[src/rtl/proc_pkg.sv]
//============================================================================
// Module      : proc_pkg
// Description : Shared processor constants. Holds the default address and
//               instruction widths, the opcode encodings and the fetch-stage
//               state type.
// Revision    : 1.0 - initial release
//============================================================================
`default_nettype none

package proc_pkg;

    // Default widths: 16-word program space, 16-bit instructions
    localparam int DEF_ADDR_W = 4;
    localparam int DEF_INST_W = 16;

    // Opcodes occupy the top four bits of an instruction
    localparam logic [3:0] OP_HALT = 4'b0000;
    localparam logic [3:0] OP_ADDI = 4'b0001;
    localparam logic [3:0] OP_ADD  = 4'b0010;
    localparam logic [3:0] OP_OUT  = 4'b1111;

    // Fetch stage states
    typedef enum logic [0:0] {
        RUN  = 1'b0,
        HALT = 1'b1
    } fetch_state_e;

endpackage : proc_pkg

`default_nettype wire

[src/rtl/pc_counter.sv]
//============================================================================
// Module      : pc_counter
// Description : Program counter register. Load has priority over increment;
//               increment wraps modulo 2^ADDR_W; otherwise the value holds.
// Revision    : 1.0 - initial release
//============================================================================
`default_nettype none

module pc_counter #(
    parameter int                ADDR_W   = 4,
    parameter logic [ADDR_W-1:0] RESET_PC = '0
) (
    input  logic              clk,
    input  logic              rst,
    input  logic              load,
    input  logic [ADDR_W-1:0] load_addr,
    input  logic              inc,
    output logic [ADDR_W-1:0] pc
);

    logic [ADDR_W-1:0] pc_d;
    logic [ADDR_W-1:0] pc_q;

    // Next-PC selection: load, then increment (natural wrap), else hold
    always_comb begin
        pc_d = pc_q;
        if (load) begin
            pc_d = load_addr;
        end else if (inc) begin
            pc_d = pc_q + {{(ADDR_W-1){1'b0}}, 1'b1};
        end
    end

    // PC register with synchronous reset
    always_ff @(posedge clk) begin
        if (rst) begin
            pc_q <= RESET_PC;
        end else begin
            pc_q <= pc_d;
        end
    end

    assign pc = pc_q;

endmodule : pc_counter

`default_nettype wire

[src/rtl/instruction_fetch.sv]
//============================================================================
// Module      : instruction_fetch
// Description : Fetch stage. Owns the PC, addresses the combinational
//               program ROM and registers the returned instruction into a
//               valid/ready output slot for decode. Handles redirects from
//               execute and parks in HALT after fetching a HALT opcode.
// Revision    : 1.0 - initial release
//============================================================================
`default_nettype none

module instruction_fetch
    import proc_pkg::*;
#(
    parameter int                ADDR_W   = DEF_ADDR_W,
    parameter int                INST_W   = DEF_INST_W,
    parameter logic [ADDR_W-1:0] RESET_PC = '0
) (
    input  logic              clk,
    input  logic              rst,
    input  logic              en,
    output logic [ADDR_W-1:0] rom_addr,
    input  logic [INST_W-1:0] rom_inst,
    input  logic              redir_valid,
    input  logic [ADDR_W-1:0] redir_addr,
    output logic              inst_valid,
    input  logic              inst_ready,
    output logic [INST_W-1:0] inst,
    output logic [ADDR_W-1:0] inst_pc,
    output logic              halted
);

    fetch_state_e      state_d,      state_q;
    logic              inst_valid_d, inst_valid_q;
    logic [INST_W-1:0] inst_d,       inst_q;
    logic [ADDR_W-1:0] inst_pc_d,    inst_pc_q;
    logic              halted_d,     halted_q;

    logic [ADDR_W-1:0] pc;
    logic              pc_load;
    logic              pc_inc;
    logic              slot_free;
    logic              fetch_fire;
    logic              fetch_is_halt;

    // Output slot can take a new instruction when empty or being drained
    assign slot_free     = !inst_valid_q || inst_ready;
    assign fetch_fire    = (state_q == RUN) && en && slot_free && !redir_valid;
    assign fetch_is_halt = (rom_inst[INST_W-1 -: 4] == OP_HALT);

    pc_counter #(
        .ADDR_W   (ADDR_W),
        .RESET_PC (RESET_PC)
    ) u_pc_counter (
        .clk       (clk),
        .rst       (rst),
        .load      (pc_load),
        .load_addr (redir_addr),
        .inc       (pc_inc),
        .pc        (pc)
    );

    // The ROM address is the PC with nothing in between
    assign rom_addr = pc;

    // Next-state logic: redirect beats everything, then fetch, then drain
    always_comb begin
        state_d      = state_q;
        inst_valid_d = inst_valid_q;
        inst_d       = inst_q;
        inst_pc_d    = inst_pc_q;
        halted_d     = halted_q;
        pc_load      = 1'b0;
        pc_inc       = 1'b0;

        if (redir_valid) begin
            // Flush the slot even if decode is accepting this cycle
            pc_load      = 1'b1;
            inst_valid_d = 1'b0;
            state_d      = RUN;
            halted_d     = 1'b0;
        end else if (fetch_fire) begin
            inst_d       = rom_inst;
            inst_pc_d    = pc;
            inst_valid_d = 1'b1;
            if (fetch_is_halt) begin
                // PC stays on the HALT word so rom_addr parks there
                state_d  = HALT;
                halted_d = 1'b1;
            end else begin
                pc_inc = 1'b1;
            end
        end else if (slot_free) begin
            // No new fetch; an accepted instruction leaves the slot empty
            inst_valid_d = 1'b0;
        end
    end

    // Fetch state and registered outputs
    always_ff @(posedge clk) begin
        if (rst) begin
            state_q      <= RUN;
            inst_valid_q <= 1'b0;
            inst_q       <= '0;
            inst_pc_q    <= '0;
            halted_q     <= 1'b0;
        end else begin
            state_q      <= state_d;
            inst_valid_q <= inst_valid_d;
            inst_q       <= inst_d;
            inst_pc_q    <= inst_pc_d;
            halted_q     <= halted_d;
        end
    end

    assign inst_valid = inst_valid_q;
    assign inst       = inst_q;
    assign inst_pc    = inst_pc_q;
    assign halted     = halted_q;

endmodule : instruction_fetch

`default_nettype wire
[config.mk]
export PLATFORM = sky130hd
export DESIGN_NAME = instruction_fetch
export DESIGN_NICKNAME = d
export VERILOG_FILES = /design/src/rtl/proc_pkg.sv /design/src/rtl/pc_counter.sv /design/src/rtl/instruction_fetch.sv
export SDC_FILE = /design/constraint.sdc
export NUM_CORES = 1
export LEC_CHECK = 0
export CAP_MARGIN = 20
export CELL_PAD_IN_SITES_DETAIL_PLACEMENT = 1
export CELL_PAD_IN_SITES_GLOBAL_PLACEMENT = 1
export CORE_ASPECT_RATIO = 0.5
export CORE_MARGIN = 8
export CORE_UTILIZATION = 26
export DETAILED_ROUTE_END_ITERATION = 7
export PLACE_DENSITY_LB_ADDON = 0.1
export SLEW_MARGIN = 20
export SYNTH_ARGS = -nofsm -noshare
export SYNTH_HDL_FRONTEND = slang
export SYNTH_SLANG_ARGS = --single-unit
[constraint.sdc]
create_clock -name clk -period 1.32 [get_ports clk]
set_clock_uncertainty 0.2 [all_clocks]
set_input_delay 0.132 -clock clk [delete_from_list [all_inputs] [get_ports clk]]
set_output_delay 0.132 -clock clk [all_outputs]
set_load 0.02 [all_outputs]
# --- Word level (Yosys, flattened, before mapping) ---
# Cells that the tools add are included.
totals:
  ramBits: 0
  regBits: 26
  romBits: 0
  output_inout_bits: 26
  input_bits: 25
  latch_bits: 0
  memories: 0
op_classes:
  n_addsub: 1
  n_bitwise: 2
  eq_ne: 0
  n_div: 0
  magnitude_cmp: 0
  multipliers: 0
  muxes: 8
  reduce_logical: 12
  n_shift: 0
ops:
  columns: ["operator", "count"]
  rows:
  - ["$mux W4", 2]
  - ["$mux W1", 6]
  - ["$add A4 B1 Y4 const B", 1]
  - ["$logic_not A4 Y1", 1]
  - ["$reduce_and A2 Y1", 2]
  - ["$reduce_bool A2 Y1", 2]
  - ["$logic_and A1 B1 Y1", 3]
  - ["$logic_not A1 Y1", 2]
  - ["$not A1 Y1", 2]
  - ["$reduce_or A2 Y1", 1]
  - ["$logic_or A1 B1 Y1", 1]

# --- Logic depth before layout (Yosys ltp) ---
depth:
  ltp_word: 8
  depth_mapped: 5
  ltp_nobuf: 4

# --- Cells and area by module ---
# Synthesis repeated with hierarchy kept, for this count alone.
hier_totals:
  hier_cells: 120
  hier_area_um2: 1224.9
by_module_without_submodules:
  columns: ["mod", "area_per_inst_um2", "instances", "seq_area_each_um2", "cells_per_inst"]
  rows:
  - ["instruction_fetch", 1019.7, 1, 440.4, 98]
  - ["pc_counter", 205.2, 1, 80.1, 22]

# --- Least setup slack after synthesis ---
# OpenSTA, ideal clock, no wires.
synth_timing:
  kind: "flip-flop to flip-flop"
  startpoint: "reg inst_valid_q (netlist: inst_valid)"
  endpoint: "reg inst_pc_q[0] (netlist: inst_pc[0])"
  slack_ps: -166
  period_less_slack_ps: 1486
  path_stages_with_launch: 6
  required_time_ps: 992
  arrival_time_ps: 1159
  setup_ps: 128
  path_buffers: 1
  cell_sequence: "dfxtp_1 > nor2b_4 > nor3_2 > buf_6 > mux2i_1 > nor2_1"
synth_via:
  elab_chain_cells: 5
synth_rtl:
  columns: ["item", "line", "text"]
  rows:
  - ["start, declared", "instruction_fetch.sv:33", "logic inst_valid_d, inst_valid_q;"]
  - ["start signal, assigned", "instruction_fetch.sv:108", "inst_valid_q <= inst_valid_d;"]
  - ["$logic_not A1 Y1", "instruction_fetch.sv:46", "assign slot_free = !inst_valid_q || inst_ready;"]
  - ["$logic_or A1 B1 Y1", "instruction_fetch.sv:46", null]
  - ["$logic_and A1 B1 Y1 (2 in a row)", "instruction_fetch.sv:47", "assign fetch_fire = (state_q == RUN) && en && slot_free && !redir_valid;"]
  - ["$reduce_and A2 Y1 (no source line)", null, null]
  - ["end signal, assigned", "instruction_fetch.sv:110", "inst_pc_q <= inst_pc_d;"]
  - ["end, declared", "instruction_fetch.sv:35", "logic [ADDR_W-1:0] inst_pc_d, inst_pc_q;"]
# No other way between the ends.
# A chain may end at the register's enable or synchronous reset.

==> results.yml <==
setup_path:
  cpMaxStageDelayCell: "dfxtp_2"
  path_cells: "nand2b_4 > nor3_4 > buf_12 > mux2i_1 > nor2_1"
  worstSetupEndpointType: "flip-flop"
  critical-path-max-stage-delay_ns: 0.33
  start_kind: "flip-flop"
  cp_max_fo: 20
  cp_top_family: "simple AND/OR/NAND/NOR gates"
  worst-r2r-setup-slack_ns: -0.13
  critical_path_required_ns: 1.29
  path_buf_inv: 1
  crit_type: "flip-flop to flip-flop"
  cp_data_arrival_time_ns: 1.42
drt:
  viasPerCell: 4.274
  final_antenna_net_count: 0
  firstDrtPassIters: 4
  wl_per_cell_um: 13.95
  routed_wl_um: 3000
  route.detailed.drc: 0
  drtIter0Drc: 32
  vias: 919
cts:
  cts_buffer_depth: 2
  clock_sinks: 26
  ctsHtreeMaxLevel: 1
  ctsHoldBuffers: 0
  cts_tree: "yes"
  cts.clk_slew.worst_paths_ns: 0.09
  root_buffer: "clkbuf_8"
  numCtsBuffers: 3
  insertion_delay_ns: 0.27
timing:
  hold_violations: 0
  post-route-min-period_ns: 1.450
  setup_tns_ns: -2.563
  setup_viol_count_final: 24
  max_freq_mhz: 689.5
  fin_crit_sh: 1.099
  slew_violations: 0
  rsz0062_at_grt: "yes"
  worst_slack_ns: -0.1303
  tightest_slew_ns: 0.2545
  holdWs_ns: 0.1164
  max_slew_margin: 0.8300
flow_run:
  max_cap_viol_count: 0
logic_synthesis:
  ys.flop_type: "dfxtp_1"
  synthTopCellsByCount: "dfxtp_1, nor2_1, mux2i_1"
  ys_async_sr_fraction: 0
  yosysMostFrequentCell: "dfxtp_1"
  synth_top_area_cell: "dfxtp_1"
  synth.top_cell.area_share: 0.4894
  ys_seq_area_frac: 0.4894
  syn-num-nets: 125
  synth_area_um2: 1064
  synth_edf_count: 0
  netlist-cell-type-count: 26
  netlist_instances: 99
  synth.avg_cell_area_um2: 10.74
  yosysWarnings: 0
  synth-seq-cells: 26
  synthTopCellsByArea: "dfxtp_1, mux2i_1, nor2_1"
final_layout:
  fin_nets: 188
  layout-drive-gt1-share: 0.2236
  fin_area_um2: 1780
  syn2layout_area_growth_pct: 67.41
  instances_no_fill: 215
  diodes: 0
grt:
  grt_max_degree: 23
  grt_pass1_vias: 959
  grt-ovfl-total: 0
  antenna_found_initial: 0
  grtUsageTotal: 0.09155
  grt_first_pass_wirelength_um: 4774
floorplanning:
  ios: 51
  die_w_um: 106.5
  dieArea_um2: 6517
  coreArea_um2: 3924
  dieHeight_um: 61.23
  start_util: 0.2710
  num_rows: 16
placed_design:
  gp_congestion: 0.7121
  port_buffers: 50
  placed_cells: 208
  dp_hpwl_um: 2334
  dpl_cell_area_um2: 1717
pwr:
  p_leak_nw: 0.7240
  p_per_area_nw_per_um2: 967.4
  ir_drop_mv: 0.3371
status:
  violations: "negative setup slack"
  outcome: "finished, violations left"
min_path:
  hp-class: "input pin to flip-flop"
-- per-layer routing --
| metal | up-vias | GRT usage | wire, um |
|---|---|---|---|
| met5 | - | 0 | 0 |
| met4 | 0 | 0 | 0 |
| met3 | 0 | 0.05532 | 320 |
| met2 | 31 | 0.1528 | 1389 |
| met1 | 427 | 0.1055 | 1289 |
| li1 | 461 | - | - |
-- worst reg2reg max path, cell delays in order, from the launching register on --
cell and delay (ns):
dfxtp_2 0.33, nand2b_4 0.18, nor3_4 0.16, buf_12 0.21, mux2i_1 0.22, nor2_1 0.05
-- through the flow --
stage | setup WS (ns) | power (mW) | util
final | -0.1303 | 1.722 | 0.4538
after detailed placement | -0.4753 | 1.252 | 0.4375
after global routing | -0.2245 | 1.822 | 0.4538
after global placement | -0.4446 | 1.246 | 0.4375
after floorplan | -0.09816 | 1.039 | -
after CTS | -0.1602 | 1.764 | 0.4566
-- flip-flops by register name, indices dropped and copies added, names as in the netlist --
| name | cells |
|---|---|
| u_pc_counter.pc | 4 |
| inst_valid | 1 |
| inst_pc | 4 |
| halted | 1 |
| inst | 16 |
-- cell families (layout without fill, tap and decap cells) --
| logic type | Yosys count | in the layout | share of synthesized area |
|---|---|---|---|
| simple gates | 37 | 37 | 0.2082 |
| flops | 26 | 26 | 0.4894 |
| mux | 20 | 20 | 0.1882 |
| compound gates | 7 | 7 | 0.04589 |
| buf+inv | 5 | 67 | 0.03176 |
| xor+xnor | 3 | 3 | 0.02471 |
| fa+ha+maj | 1 | 1 | 0.01176 |
-- power breakdown --
part           internal (mW)  switching [mW]
Sequential             0.825          0.0244
Clock                  0.267           0.250
Combinational          0.187           0.168
Total                   1.28           0.443
-- what timing repair did --
action                                  4_1_cts  5_1_grt
buffers inserted                              3        0
pin swaps                                     5        2
gates resized for setup                      44       19
endpoints found under the setup margin       50       43
-- worst paths after layout --
kind                        startpoint                     to  depth (start not counted)
hold reg to reg   inst[5]$_SDFFE_PP0P_   inst[5]$_SDFFE_PP0P_                          2
hold / removal            rom_inst[15]  inst[15]$_SDFFE_PP0P_                          3
setup / recovery   halted$_SDFFE_PP0P_   inst[6]$_SDFFE_PP0P_                          5
setup reg to reg   halted$_SDFFE_PP0P_   inst[6]$_SDFFE_PP0P_                          5
-- layout by cell type (no fill, tap or decap), types with 3 or more instances in the layout --
| master | instances |
|---|---|
| buf_2 | 3 |
| dfxtp_2 | 5 |
| clkdlybuf4s50_1 | 19 |
| buf_4 | 9 |
| buf_12 | 3 |
| clkbuf_8 | 4 |
| nor2_1 | 22 |
| mux2i_1 | 20 |
| clkdlybuf4s15_1 | 15 |
| dfxtp_1 | 21 |
| dlygate4sd2_1 | 10 |
-- cell type report --
cell class / instances / area [um2]
clock buffers: 4 / 55.05
fillers: 427 / 2143
inverters: 1 / 3.754
multi-input cells: 68 / 535.5
flip-flops and latches: 26 / 526.8
well taps: 54 / 67.56
repair buffers: 62 / 591.8
No activity file was read; power rests on OpenSTA's default activity.
